===== src/rtl/float_demux2_if.sv =====
// Valid/ready bundle for the 1-to-2 operand demux:
// one input stream, two output channels.
interface float_demux2_if #(
  parameter int W = 32
);
  logic         in_valid;
  logic         in_ready;
  logic         in_sel;
  logic [W-1:0] in_data;
  logic         out0_valid;
  logic         out0_ready;
  logic [W-1:0] out0_data;
  logic         out1_valid;
  logic         out1_ready;
  logic [W-1:0] out1_data;

  modport master (
    output in_valid, in_sel, in_data,
    output out0_ready, out1_ready,
    input  in_ready,
    input  out0_valid, out0_data,
    input  out1_valid, out1_data
  );

  modport slave (
    input  in_valid, in_sel, in_data,
    input  out0_ready, out1_ready,
    output in_ready,
    output out0_valid, out0_data,
    output out1_valid, out1_data
  );
endinterface


===== src/rtl/float_demux2.sv =====
// Registered 1-to-2 float operand demux, one FIFO per channel.
// Define FLOAT_DEMUX_NAN_DROP_EN to discard NaN words and count them.
module float_demux2 #(
  parameter int DEPTH = 2,
  parameter int W     = 32
) (
  input  logic clk,
  input  logic res,
  float_demux2_if.slave bus
`ifdef FLOAT_DEMUX_NAN_DROP_EN
  ,
  output logic [7:0] drop_count
`endif
);
  localparam int AW = (DEPTH > 1) ? $clog2(DEPTH) : 1;
  localparam int CW = AW + 1;
  localparam logic [CW-1:0] FULL = CW'(DEPTH);

  logic [W-1:0]  mem_q [2][DEPTH];
  logic [AW-1:0] wr_ptr_q [2];
  logic [AW-1:0] wr_ptr_d [2];
  logic [AW-1:0] rd_ptr_q [2];
  logic [AW-1:0] rd_ptr_d [2];
  logic [CW-1:0] cnt_q [2];
  logic [CW-1:0] cnt_d [2];

  logic [1:0] full;
  logic [1:0] valid;
  logic [1:0] push;
  logic [1:0] pop;
  logic [1:0] out_rdy;
  logic [1:0] sel_oh;
  logic       is_nan;
  logic       in_ready;

  always_comb begin
    out_rdy = {bus.out1_ready, bus.out0_ready};
    sel_oh  = {bus.in_sel, ~bus.in_sel};
`ifdef FLOAT_DEMUX_NAN_DROP_EN
    is_nan = (&bus.in_data[30:23]) &&
             (|bus.in_data[22:0]);
`else
    is_nan = 1'b0;
`endif
    for (int c = 0; c < 2; c++) begin
      full[c]  = (cnt_q[c] == FULL);
      valid[c] = (cnt_q[c] != '0);
    end
    // Full flag only: a same-cycle pop never frees a slot early.
    in_ready = is_nan | ~full[bus.in_sel];
    push = sel_oh &
           {2{bus.in_valid & in_ready & ~is_nan}};
    pop  = valid & out_rdy;
    for (int c = 0; c < 2; c++) begin
      wr_ptr_d[c] = wr_ptr_q[c] + AW'(push[c]);
      rd_ptr_d[c] = rd_ptr_q[c] + AW'(pop[c]);
      cnt_d[c]    = cnt_q[c] + CW'(push[c])
                  - CW'(pop[c]);
    end
  end

  always_ff @(posedge clk) begin
    for (int c = 0; c < 2; c++) begin
      if (res) begin
        wr_ptr_q[c] <= '0;
        rd_ptr_q[c] <= '0;
        cnt_q[c]    <= '0;
      end else begin
        wr_ptr_q[c] <= wr_ptr_d[c];
        rd_ptr_q[c] <= rd_ptr_d[c];
        cnt_q[c]    <= cnt_d[c];
      end
    end
  end

  // Storage is never cleared; reset only drops the pointers.
  always_ff @(posedge clk) begin
    for (int c = 0; c < 2; c++) begin
      if (!res && push[c])
        mem_q[c][wr_ptr_q[c]] <= bus.in_data;
    end
  end

  assign bus.in_ready   = in_ready;
  assign bus.out0_valid = valid[0];
  assign bus.out1_valid = valid[1];
  assign bus.out0_data  = mem_q[0][rd_ptr_q[0]];
  assign bus.out1_data  = mem_q[1][rd_ptr_q[1]];

`ifdef FLOAT_DEMUX_NAN_DROP_EN
  logic [7:0] drop_q;
  logic [7:0] drop_d;

  always_comb begin
    drop_d = drop_q;
    if (bus.in_valid && is_nan && drop_q != 8'hFF)
      drop_d = drop_q + 8'd1;
  end

  always_ff @(posedge clk) begin
    if (res) drop_q <= '0;
    else     drop_q <= drop_d;
  end

  assign drop_count = drop_q;
`endif
endmodule


===== src/flat_wrapper.sv =====
// flat-port wrapper written by rule: the top's interface ports become plain ports
module float_demux2_flat 
#(
  parameter int DEPTH = 2,
  parameter int W     = 32
)
  (clk, res, bus_in_valid, bus_in_sel, bus_in_data, bus_out0_ready, bus_out1_ready, bus_in_ready, bus_out0_valid, bus_out0_data, bus_out1_valid, bus_out1_data);
  float_demux2_if #(.W(W)) bus_i ();
  input  logic clk;
  input  logic res;
  input wire logic [$bits(bus_i.in_valid)-1:0] bus_in_valid;
  input wire logic [$bits(bus_i.in_sel)-1:0] bus_in_sel;
  input wire logic [$bits(bus_i.in_data)-1:0] bus_in_data;
  input wire logic [$bits(bus_i.out0_ready)-1:0] bus_out0_ready;
  input wire logic [$bits(bus_i.out1_ready)-1:0] bus_out1_ready;
  output wire logic [$bits(bus_i.in_ready)-1:0] bus_in_ready;
  output wire logic [$bits(bus_i.out0_valid)-1:0] bus_out0_valid;
  output wire logic [$bits(bus_i.out0_data)-1:0] bus_out0_data;
  output wire logic [$bits(bus_i.out1_valid)-1:0] bus_out1_valid;
  output wire logic [$bits(bus_i.out1_data)-1:0] bus_out1_data;
  assign bus_i.in_valid = bus_in_valid;
  assign bus_i.in_sel = bus_in_sel;
  assign bus_i.in_data = bus_in_data;
  assign bus_i.out0_ready = bus_out0_ready;
  assign bus_i.out1_ready = bus_out1_ready;
  assign bus_in_ready = bus_i.in_ready;
  assign bus_out0_valid = bus_i.out0_valid;
  assign bus_out0_data = bus_i.out0_data;
  assign bus_out1_valid = bus_i.out1_valid;
  assign bus_out1_data = bus_i.out1_data;
  float_demux2 #(.DEPTH(DEPTH), .W(W)) u_core (.clk(clk), .res(res), .bus(bus_i));
endmodule

===== config.mk =====
export PLATFORM = sky130hd
export DESIGN_NAME = float_demux2_flat
export DESIGN_NICKNAME = d
export VERILOG_FILES = /design/src/rtl/float_demux2_if.sv /design/src/rtl/float_demux2.sv /design/src/flat_wrapper.sv
export SDC_FILE = /design/constraint.sdc
export NUM_CORES = 1
export LEC_CHECK = 0
export ABC_AREA = 1
export CAP_MARGIN = 40
export CORE_UTILIZATION = 43
export CTS_CLUSTER_DIAMETER = 60
export DETAILED_ROUTE_END_ITERATION = 16
export PLACE_DENSITY = 0.72
export SLEW_MARGIN = 25
export SYNTH_ARGS = -nofsm -noshare
export SYNTH_HDL_FRONTEND = slang
export SYNTH_SLANG_ARGS = --single-unit

===== constraint.sdc =====
create_clock -name clk -period 4.63 [get_ports clk]
set_clock_uncertainty 0.15 [all_clocks]
set_input_delay 0.926 -clock clk [delete_from_list [all_inputs] [get_ports clk]]
set_output_delay 0.926 -clock clk [all_outputs]
set_load 0.02 [all_outputs]

==> results of run 1 <==
==> synth_stat cells (all sizes together) (2+ instances only) <==
library cell,instances
nor2,6
dfxtp,8
a21oi,5
ha,2
clkbuf,4
nand3,3
or2,3
o21ai,5
inv,13
edfxtp,128
nand2,202
buf,10
==> kinds of logic (layout without fill, tap and decap cells) <==
kind of cell	after synthesis	count (layout)	synth area share [%]
flip-flops	136	136	78.70
XOR/XNOR	2	2	0.3444
adder cells (fa/ha/maj)	2	2	0.4918
AND/OR/NAND/NOR	217	217	17.02
AO/OA/AOI/OAI	11	11	1.205
buffers and inverters	27	154	2.238
==> tightest hold or removal path, cell delays in order (launching register included) <==
cell	delay (ns)
dfxtp_1	0.32
nand2_1	0.08
a21oi_2	0.05
==> per-stage QoR <==
| step | util (%) | hold WS [ns] | power (mW) |
|---|---|---|---|
| after CTS | 60.41 | 0.3542 | 3.667 |
| after global routing | 60.41 | 0.3730 | 3.782 |
| after global placement | 54.87 | 0.3289 | 2.400 |
| after floorplan | - | 0.3028 | 1.979 |
| final | 60.41 | 0.3548 | 3.622 |
| after detailed placement | 55.59 | 0.3410 | 2.425 |
==> where the power goes <==
group,total [mW],internal (mW),switching [mW],leakage (nW)
registers,1.45,1.41,0.0344,1.23
logic,0.942,0.397,0.546,1.16
clock network,1.23,0.740,0.491,0.265
total,3.62,2.55,1.07,2.65
==> routing by layer <==
| metal | GRT usage, % | share of wire, % | up-vias |
|---|---|---|---|
| met5 | 0 | 0 | - |
| met4 | 6.311 | 1.5 | 0 |
| met3 | 5.522 | 4.9 | 17 |
| met2 | 29.40 | 49 | 97 |
| met1 | 21.79 | 44 | 1512 |
| li1 | - | - | 1557 |
==> final cells by class <==
class / instances / share of cell area (%)
Multi-Input combinational cell: 232 / 14.39
Sequential cell: 136 / 57.79
Inverter: 13 / 0.7044
Clock buffer: 18 / 6.195
Timing Repair Buffer: 110 / 16.54
Tap cell: 143 / 2.583
Clock inverter: 13 / 1.788
==> flip-flops by register name (all words and copies together), names as in the netlist <==
register	count
u_core.mem_q	128
u_core.cnt_q	4
u_core.wr_ptr_q	2
u_core.rd_ptr_q	2
==> final timing paths <==
check | startpoint | end | slack, ns
worst max-delay path | u_core.rd_ptr_q[1] | bus_out1_data[14] | 1.06
worst min-delay path | u_core.wr_ptr_q[0] | u_core.wr_ptr_q[0] | 0.35
worst max register to register | u_core.cnt_q[1][0] | u_core.mem_q[0][50] | 2.60
worst min register to register | u_core.wr_ptr_q[0] | u_core.wr_ptr_q[0] | 0.35
==> cells in the final DEF, fill, tap and decap left out, types with 2 or more instances in the layout <==
cell type        count
nand3_1              2
dfxtp_1              8
nor2_1               3
a21oi_1              4
clkdlybuf4s50_1    104
buf_16               3
o21ai_0              3
clkinv_4             5
nor2_4               3
inv_2                3
o21ai_1              2
clkinvlp_4           2
inv_1               10
nand2_1            200
inv_6                3
buf_4                3
edfxtp_1           128
ha_1                 2
or2_1                2
clkbuf_16           17
==> key figures, run 1 <==
Outcome
  • Status: finished, final reports clean

CTS
  • TritonCTS clock tree: yes
  • Worst skew pair latency: 0.40 ns
  • H-tree levels: 4
  • Clock Pin Slew Worst Setup and Hold Paths: 0.06 ns
  • Root buffer cell: clkbuf_16
  • # Post-CTS Setup Buffers: 0
  • Post-CTS Resized: 0
  • Sink Count: 136
  • Hold_buf cts: 0
  • Cts bufs inserted: 17
  • Clock Tree Buf Depth: 2

Synthesis
  • Yosys top cell by area: edfxtp_1
  • Yosys top cell area share: 75.55%
  • Netlist cell types: 25
  • EDFF count, synth: 128
  • Post-Syn Area per Cell: 12.88 sq um
  • Post-Syn Area: 5087 sq um
  • Post-synthesis async set-or-reset flop share: 0%
  • Number of synthesized register bits: 136
  • Post-Synthesis Cells: 395
  • Post-synthesis sequential area ratio: 78.70%
  • YS warnings: 0
  • Ys flop type: edfxtp_1
  • Mapped Nets: 435
  • Area contributors post-synth: edfxtp_1 76%, nand2_1 15%, dfxtp_1 3.1%, buf_2 0.98%, inv_1 0.74%

Global route
  • First-pass GRT wire length: 16.28 mm
  • Total track usage: 17.68%
  • Initial antenna violation count: 0
  • Pin count of the biggest net entering global routing: 35
  • Vias in the first global route: 3158
  • Grt ovf: 0

Worst setup path
  • CP required: 3.55 ns
  • CP Cell Sequence: buf_4 -> inv_2 -> nand2_1 -> nand2_1 -> clkdlybuf4s50_1
  • CP bufs+invs: 3
  • Worst path arrival time: 2.49 ns
  • CP most frequent cell: nand2_1
  • Critical path startpoint category: register
  • Worst path depth: 5
  • Reg2reg path depth: 6
  • Slowest CP cell: clkdlybuf4s50_1
  • CP endpoint kind: primary output
  • Critical path type: reg2out
  • Cell family with most CP delay: buffers and inverters
  • Worst Path Max Fanout: 34
  • Slowest Stage Delay on Critical Path: 0.62 ns

Finish
  • Area of the multi-input gates: 997.2 sq um
  • Non-Filler Instances: 665
  • Register area: 4004 sq um
  • Final instance area: 6928 sq um
  • N_diodes: 0
  • Layout cells sized above 1: 9.195%
  • Fill cell count: 891
  • Area growth syn-to-layout: 36.18%
  • Final net count: 550

Floorplanning
  • Core Box Area: 11470 sq um
  • Num rows: 39
  • Boundary Pins: 105
  • Die ar.: 12270 sq um
  • Die height: 110.8 microns
  • Die X-Extent: 110.8 microns
  • Starting Density: 44.36%

Timing
  • Final Setup Violations: 0
  • Max_slew headroom: 56.63%
  • Total negative slack: 0 ns
  • Max-slew violations: 0
  • Slew @ Worst Pin: 0.6496 ns
  • Period utilization: 77.06%
  • RSZ-0062 raised after global routing: no
  • Fmax: 0.2803 GHz
  • Final WS setup: 1.062 ns
  • Crit path time final: 3.568 ns
  • Final hold violation count: 0

Drt
  • Drt via density: 4.786
  • WL final: 10.14 mm
  • DR iter-0 viols: 145
  • Pre-Repair DR Iteration Count: 5
  • DR WL/cell: 15.25 microns
  • Antenna Violating Nets Remaining: 0
  • DRC viols: 0
  • Total number of vias: 3183

Run
  • Max Cap Viol: 0

Placed design
  • DP HPWL: 6.549 mm
  • Placer's final routability congestion estimate: 0.7335
  • Number of cells after detailed placement: 634
  • Place WS: 1.273 ns
  • Port bufs: 104
  • Cell Area, Placed: 6375 sq um

Hold path
  • Worst hold stages: 2
  • Hold WC Path Type: reg2reg

Pwr
  • PwrDens: 522.9 nW/um^2
  • Leak pwr: 2.651 nW
  • VDD IR max: 268.1 uV
(Power assumes the default switching activity.)
==> run 2: changes to the inputs <==
==> constraint.sdc (replaced) <==
create_clock -name clk -period 3.3 [get_ports clk]
set_clock_uncertainty 0.15 [all_clocks]
set_input_delay 0.66 -clock clk [delete_from_list [all_inputs] [get_ports clk]]
set_output_delay 0.66 -clock clk [all_outputs]
set_load 0.02 [all_outputs]
==> run 2 against run 1 <==
Effect of this change:
- sequential power grew 39%
- register-to-register slack worse by 1.3 ns
- clock power up 56%
- critical endpoint is now bus_out0_data[11]
- largest cell class unchanged
- largest power group unchanged
==> key figures, run 2 (synthesis gave the netlist of run 1 again) <==
Placed design
  • Port bufs: 104 (unchanged)
  • Placer's final routability congestion estimate: 0.7328 (about the same)
  • DP HPWL: 6.442 mm (-1.6%)
  • Number of cells after detailed placement: 637 (+0.47%)

CTS
  • Sink Count: 136 (unchanged)
  • Clock Pin Slew Worst Setup and Hold Paths: 0.05 ns (about the same)
  • Cts bufs inserted: 17 (unchanged)
  • Root buffer cell: clkbuf_16
  • Worst skew pair latency: 0.40 ns (about the same)
  • H-tree levels: 4 (unchanged)
  • # Post-CTS Setup Buffers: 0 (unchanged)
  • Clock Tree Buf Depth: 2 (unchanged)
  • TritonCTS clock tree: yes
  • Post-CTS Resized: 0 (unchanged)
  • Hold_buf cts: 0 (unchanged)

Pwr
  • Internal power: 3.794 mW (+49%)
  • Leak pwr: 2.693 nW (+1.6%)
  • Power share of the clock group: 36.4% (+2.4 points)
  • Switching share of power: 28.21% (-1.4 points)
  • PwrDens: 757.2 nW/um^2 (+45%)
  • Sequential power share: 38.2% (-1.8 points)
  • Psw: 1.490 mW (+39%)
  • VDD IR max: 530.3 uV (+98%)
  • Logic pwr share: 25.4% (-0.6 points)

Worst setup path
  • CP required: 2.49 ns (-1.06 ns)
  • Critical path startpoint category: register
  • CP Cell Sequence: inv_2 -> nand2_1 -> nand2_1 -> clkdlybuf4s50_1
  • CP most frequent cell: nand2_1
  • Reg2reg path depth: 7 (+1)
  • Worst reg2reg path startpoint: u_core.cnt_q[1][0]
  • CP endpoint kind: primary output
  • Slowest Stage Delay on Critical Path: 0.64 ns (+0.02 ns)
  • Worst path arrival time: 2.16 ns (-0.33 ns)
  • RR Endpoint: u_core.mem_q[0][83]
  • Worst Path Max Fanout: 34 (unchanged)
  • Slowest CP cell: clkdlybuf4s50_1
  • Reg2Reg Setup Slack: 1.35 ns (-1.25 ns)
  • Critical path type: reg2out

Floorplanning
  • Die X-Extent: 110.8 microns (unchanged)
  • Core Box Area: 11470 sq um (unchanged)
  • Num rows: 39 (unchanged)
  • Boundary Pins: 105 (unchanged)
  • Die ar.: 12270 sq um (unchanged)
  • Die height: 110.8 microns (unchanged)
  • Starting Density: 44.36% (unchanged)

Drt
  • Drt via density: 4.776 (-0.22%)
  • Pre-Repair DR Iteration Count: 4 (-1)
  • DR iter-0 viols: 139 (-4.1%)
  • WL final: 10.32 mm (+1.8%)
  • DRC viols: 0 (unchanged)
  • Antenna Violating Nets Remaining: 0 (unchanged)
  • Total number of vias: 3195 (+0.38%)
  • DR WL/cell: 15.43 microns (+1.2%)

Timing
  • Fmax: 0.3363 GHz
  • Period utilization: 90.10%
  • Max-slew violations: 0 (unchanged)
  • Crit path time final: 2.973 ns
  • Max_slew headroom: 55.59% (-1.0 points)
  • RSZ-0062 raised after global routing: no
  • Final hold violation count: 0 (unchanged)
  • Total negative slack: 0 ns (unchanged)
  • Final Setup Violations: 0 (unchanged)
  • Slew @ Worst Pin: 0.6652 ns (+0.01563 ns)

Global route
  • Vias in the first global route: 3225 (+2.1%)
  • Pin count of the biggest net entering global routing: 35 (unchanged)
  • Grt ovf: 0 (unchanged)
  • First-pass GRT wire length: 16.46 mm (+1.1%)
  • Total track usage: 17.85% (+0.17 points)
  • Initial antenna violation count: 0 (unchanged)

Hold path
  • Hold WC Path Type: reg2reg
  • Hold EP: u_core.wr_ptr_q[0]
  • Worst hold stages: 2 (unchanged)
  • Min-delay src: u_core.wr_ptr_q[0]

Run
  • Max Cap Viol: 0 (unchanged)

Finish
  • Layout cells sized above 1: 9.696% (+0.50 points)
  • Largest register FFs: 128 (unchanged)
  • Area growth syn-to-layout: 37.19%
  • Non-Filler Instances: 669 (+0.60%)
  • Fill cell count: 913 (+2.5%)
  • Most frequent cells in the layout: 200 x nand2_1, 128 x edfxtp_1, 104 x clkdlybuf4s50_1
  • N_diodes: 0 (unchanged)
  • Fin util: 60.86% (+0.45 points)
  • Final net count: 553 (+0.55%)
  • Most common cell after layout, fill and taps aside: nand2_1

Outcome
  • Status: finished, final reports clean
-- run 2: changes by cell type in the layout (fill, tap and decap cells not counted), sizes merged --
cell,before,now
bufinv,1,4
clkinvlp,2,1
inv,16,14
buf,6,9
clkinv,7,8
-- run 2: per-stage QoR --
| step | setup slack (ns) | cell area [sq um] | power [mW] | hold slack (ns) |
|---|---|---|---|---|
| 2_1_floorplan | 0.2531 | 5092 | 2.777 | 0.3028 |
| 3_3_place_gp | 0.4742 | 6370 | 3.390 | 0.3292 |
| 3_5_place_dp | 0.4890 | 6370 | 3.411 | 0.3512 |
| 4_1_cts | 0.2729 | 6979 | 5.332 | 0.3594 |
| 5_1_grt | 0.2163 | 6979 | 5.509 | 0.4013 |
| 6_report | 0.3266 | 6979 | 5.284 | 0.3625 |
-- run 2: power by group through the flow --
| stage | combinational (mW) | clock [mW] | sequential, mW |
|---|---|---|---|
| floorplan | 0.728 | 0 | 2.05 |
| global placement | 1.34 | 0 | 2.05 |
| detailed placement | 1.35 | 0 | 2.06 |
| CTS | 1.36 | 1.95 | 2.02 |
| global route | 1.45 | 2.03 | 2.03 |
| finish | 1.34 | 1.92 | 2.02 |
-- run 2: routing by layer --
layer	routed length [microns]	GRT usage [%]	vias to the layer above
met3	468	4.921	18
met4	195	8.622	0
met1	4631	22.72	1517
met2	5027	28.32	92
li1	-	-	1568
met5	0	0	-
-- run 2: worst max-delay path: cells and delay by family, from the launching register on --
kind / cells / cell delay [ns]
flip-flops: 1 / 0.32
AND/OR/NAND/NOR: 2 / 0.31
buffers and inverters: 2 / 1.12
-- run 2: area by class of cell --
type / instances / area [sq um] / share of cell area (%)
Clock inverter: 14 / 180.2 / 2.582
Timing Repair Buffer: 113 / 1134 / 16.24
Clock buffer: 18 / 429.2 / 6.149
Inverter: 13 / 48.80 / 0.6992
Sequential cell: 136 / 4005 / 57.39
Tap cell: 143 / 178.9 / 2.564
Multi-Input combinational cell: 232 / 1003 / 14.38
-- run 2: worst max path at each step --
stage / from / slack (ns) / to
2_1_floorplan: bus_in_sel / 0.25 / u_core.mem_q[0][32]
3_3_place_gp: bus_in_sel / 0.47 / bus_in_ready
3_5_place_dp: bus_in_sel / 0.49 / bus_in_ready
4_1_cts: u_core.rd_ptr_q[0] / 0.27 / bus_out0_data[11]
5_1_grt: u_core.rd_ptr_q[0] / 0.22 / bus_out0_data[11]
6_report: u_core.rd_ptr_q[0] / 0.33 / bus_out0_data[11]
==> run 3: changes to the inputs <==
--- a/config.mk
+++ b/config.mk
@@ -7,10 +7,12 @@
 export LEC_CHECK = 0
 export ABC_AREA = 1
 export CAP_MARGIN = 40
+export CORE_MARGIN = 3
 export CORE_UTILIZATION = 43
 export CTS_CLUSTER_DIAMETER = 60
 export DETAILED_ROUTE_END_ITERATION = 16
-export PLACE_DENSITY = 0.72
+export DONT_BUFFER_PORTS = 1
+export PLACE_DENSITY = 0.61
 export SLEW_MARGIN = 25
 export SYNTH_ARGS = -nofsm -noshare
 export SYNTH_HDL_FRONTEND = slang
==> run 3 against run 2 <==
Effect of this change:
- register-to-register slack got worse by 0.14 ns
- via count shrank 11%
- cell area down 16%
- largest cell class unchanged
- hold slack got worse by 0.21 ns
- combinational power fell by 35%
- die area up 7.4%
==> key figures, run 3 (synthesis gave the netlist of run 1 again) <==
CTS
  • Post-CTS Resized: 0 (unchanged)
  • Clock Tree Buf Depth: 2 (unchanged)
  • Worst skew pair latency: 0.41 ns (about the same)
  • Sink Count: 136 (unchanged)
  • Root buffer cell: clkbuf_16
  • # Post-CTS Setup Buffers: 0 (unchanged)
  • Cts bufs inserted: 17 (unchanged)
  • Hold_buf cts: 0 (unchanged)
  • H-tree levels: 4 (unchanged)
  • Clock Pin Slew Worst Setup and Hold Paths: 0.05 ns (about the same)
  • TritonCTS clock tree: yes

Placed design
  • Place WS: 0.8812 ns (+0.3921 ns)
  • DP HPWL: 6.170 mm (-4.2%)
  • Placer's final routability congestion estimate: 0.6848 (-6.6%)
  • Port bufs: 0 (-100%)

Floorplanning
  • Die X-Extent: 114.8 microns (+3.6%)
  • Starting Density: 44.36% (unchanged)
  • Boundary Pins: 105 (unchanged)
  • Num rows: 39 (unchanged)
  • Die ar.: 13170 sq um (+7.4%)
  • Die height: 114.8 microns (+3.6%)
  • Core Box Area: 11470 sq um (unchanged)

Worst setup path
  • Critical path startpoint category: register
  • CP most frequent cell: nand2_1
  • Slowest Stage Delay on Critical Path: 0.70 ns (+0.06 ns)
  • CP bufs+invs: 1 (-1)
  • Slowest CP cell: dfxtp_1
  • CP endpoint kind: primary output
  • Worst path arrival time: 1.93 ns (-0.23 ns)
  • Worst Path Max Fanout: 34 (unchanged)
  • Cell family with most CP delay: flip-flops
  • CP required: 2.49 ns (about the same)
  • CP Cell Sequence: inv_2 -> nand2_1 -> nand2_1
  • Critical path type: reg2out

Timing
  • Crit path time final: 2.742 ns (-0.2312 ns)
  • Max_slew headroom: 52.85% (-2.7 points)
  • Fmax: 0.3647 GHz (+8.4%)
  • Total negative slack: 0 ns (unchanged)
  • Final WS setup: 0.5577 ns (+0.2312 ns)
  • Final hold violation count: 0 (unchanged)
  • RSZ-0062 raised after global routing: no
  • Final Setup Violations: 0 (unchanged)
  • Max-slew violations: 0 (unchanged)
  • Slew @ Worst Pin: 0.7062 ns (+0.04102 ns)
  • Period utilization: 83.10% (-7.0 points)

Drt
  • DR iter-0 viols: 152 (+9.4%)
  • WL final: 10.18 mm (-1.4%)
  • Pre-Repair DR Iteration Count: 4 (unchanged)
  • Total number of vias: 2845 (-11%)
  • DR WL/cell: 18.15 microns (+18%)
  • Drt via density: 5.071 (+6.2%)
  • Antenna Violating Nets Remaining: 0 (unchanged)
  • DRC viols: 0 (unchanged)

Pwr
  • Internal power: 3.245 mW (-14%)
  • VDD IR max: 619.1 uV (+17%)
  • Switching share of power: 30.06% (+1.9 points)
  • PwrDens: 791.6 nW/um^2 (+4.5%)
  • Logic pwr share: 18.8% (-6.6 points)
  • Psw: 1.395 mW (-6.4%)
  • Leak pwr: 2.247 nW (-17%)
  • Power share of the clock group: 37.2% (+0.8 points)
  • Sequential power share: 43.9% (+5.7 points)

Global route
  • Grt ovf: 0 (unchanged)
  • Total track usage: 16.36% (-1.5 points)
  • First-pass GRT wire length: 15.44 mm (-6.2%)
  • Pin count of the biggest net entering global routing: 35 (unchanged)
  • Vias in the first global route: 2818 (-13%)
  • Initial antenna violation count: 0 (unchanged)

Outcome
  • Status: finished, final reports clean

Finish
  • Most common cell after layout, fill and taps aside: nand2_1
  • Final net count: 446 (-19%)
  • Largest register FFs: 128 (unchanged)
  • Layout cells sized above 1: 11.00% (+1.3 points)
  • Area growth syn-to-layout: 15.20%
  • N_diodes: 0 (unchanged)
  • Most frequent cells in the layout: 200 x nand2_1, 128 x edfxtp_1, 17 x clkbuf_16

Hold path
  • Hold WC Path Type: in2reg

Run
  • Max Cap Viol: 0 (unchanged)
## run 3: cell count changes in the layout (fill, tap and decap cells not counted), moves of 2 or more
| cell | delta |
|---|---|
| bufinv_16 | -2 |
| clkinv_4 | -2 |
| clkdlybuf4s50_1 | -104 |
| clkinv_2 | +3 |
| buf_4 | -4 |
## run 3: layer usage
metal,up-vias,track usage [%],wire [microns]
met5,-,0,0
met4,0,7.746,121
met3,13,8.158,1071
met2,107,24.49,4696
met1,1374,19.92,4291
li1,1351,-,-
## run 3: stage by stage
step	hold slack [ns]	util [%]	total power, mW	std cells	area, sq um
after CTS	0.1379	51.11	4.687	561	5861
after floorplan	0.3028	-	2.777	395	5092
after detailed placement	0.3359	46.38	2.963	530	5319
after global placement	0.3223	46.38	2.945	530	5319
after global routing	0.1377	51.11	4.852	561	5861
final	0.1493	51.11	4.639	561	5861
## run 3: final cells by class
cell class / instances / area (sq um)
clock buffer: 18 / 429.2
clock inverter: 13 / 112.6
fill: 951 / 5607
inverter: 13 / 48.80
multi-input combinational: 232 / 1003
sequential: 136 / 4005
tap: 143 / 178.9
timing repair buffer: 6 / 82.58
## run 3: power by group through the flow
stage / clock [mW] / sequential [mW] / combinational [mW]
floorplan: 0 / 2.05 / 0.728
global placement: 0 / 2.07 / 0.876
detailed placement: 0 / 2.07 / 0.889
CTS: 1.76 / 2.04 / 0.892
global route: 1.84 / 2.05 / 0.968
finish: 1.73 / 2.04 / 0.873
## run 3: worst paths after layout
kind,from,endpoint,slack (ns),cells after the start
min reg2reg,u_core.wr_ptr_q[0],u_core.wr_ptr_q[0],0.35,2
min,res,u_core.wr_ptr_q[0],0.15,1
max reg2reg,u_core.cnt_q[0][0],u_core.mem_q[0][63],1.21,6
max,u_core.rd_ptr_q[0],bus_out0_data[30],0.56,3
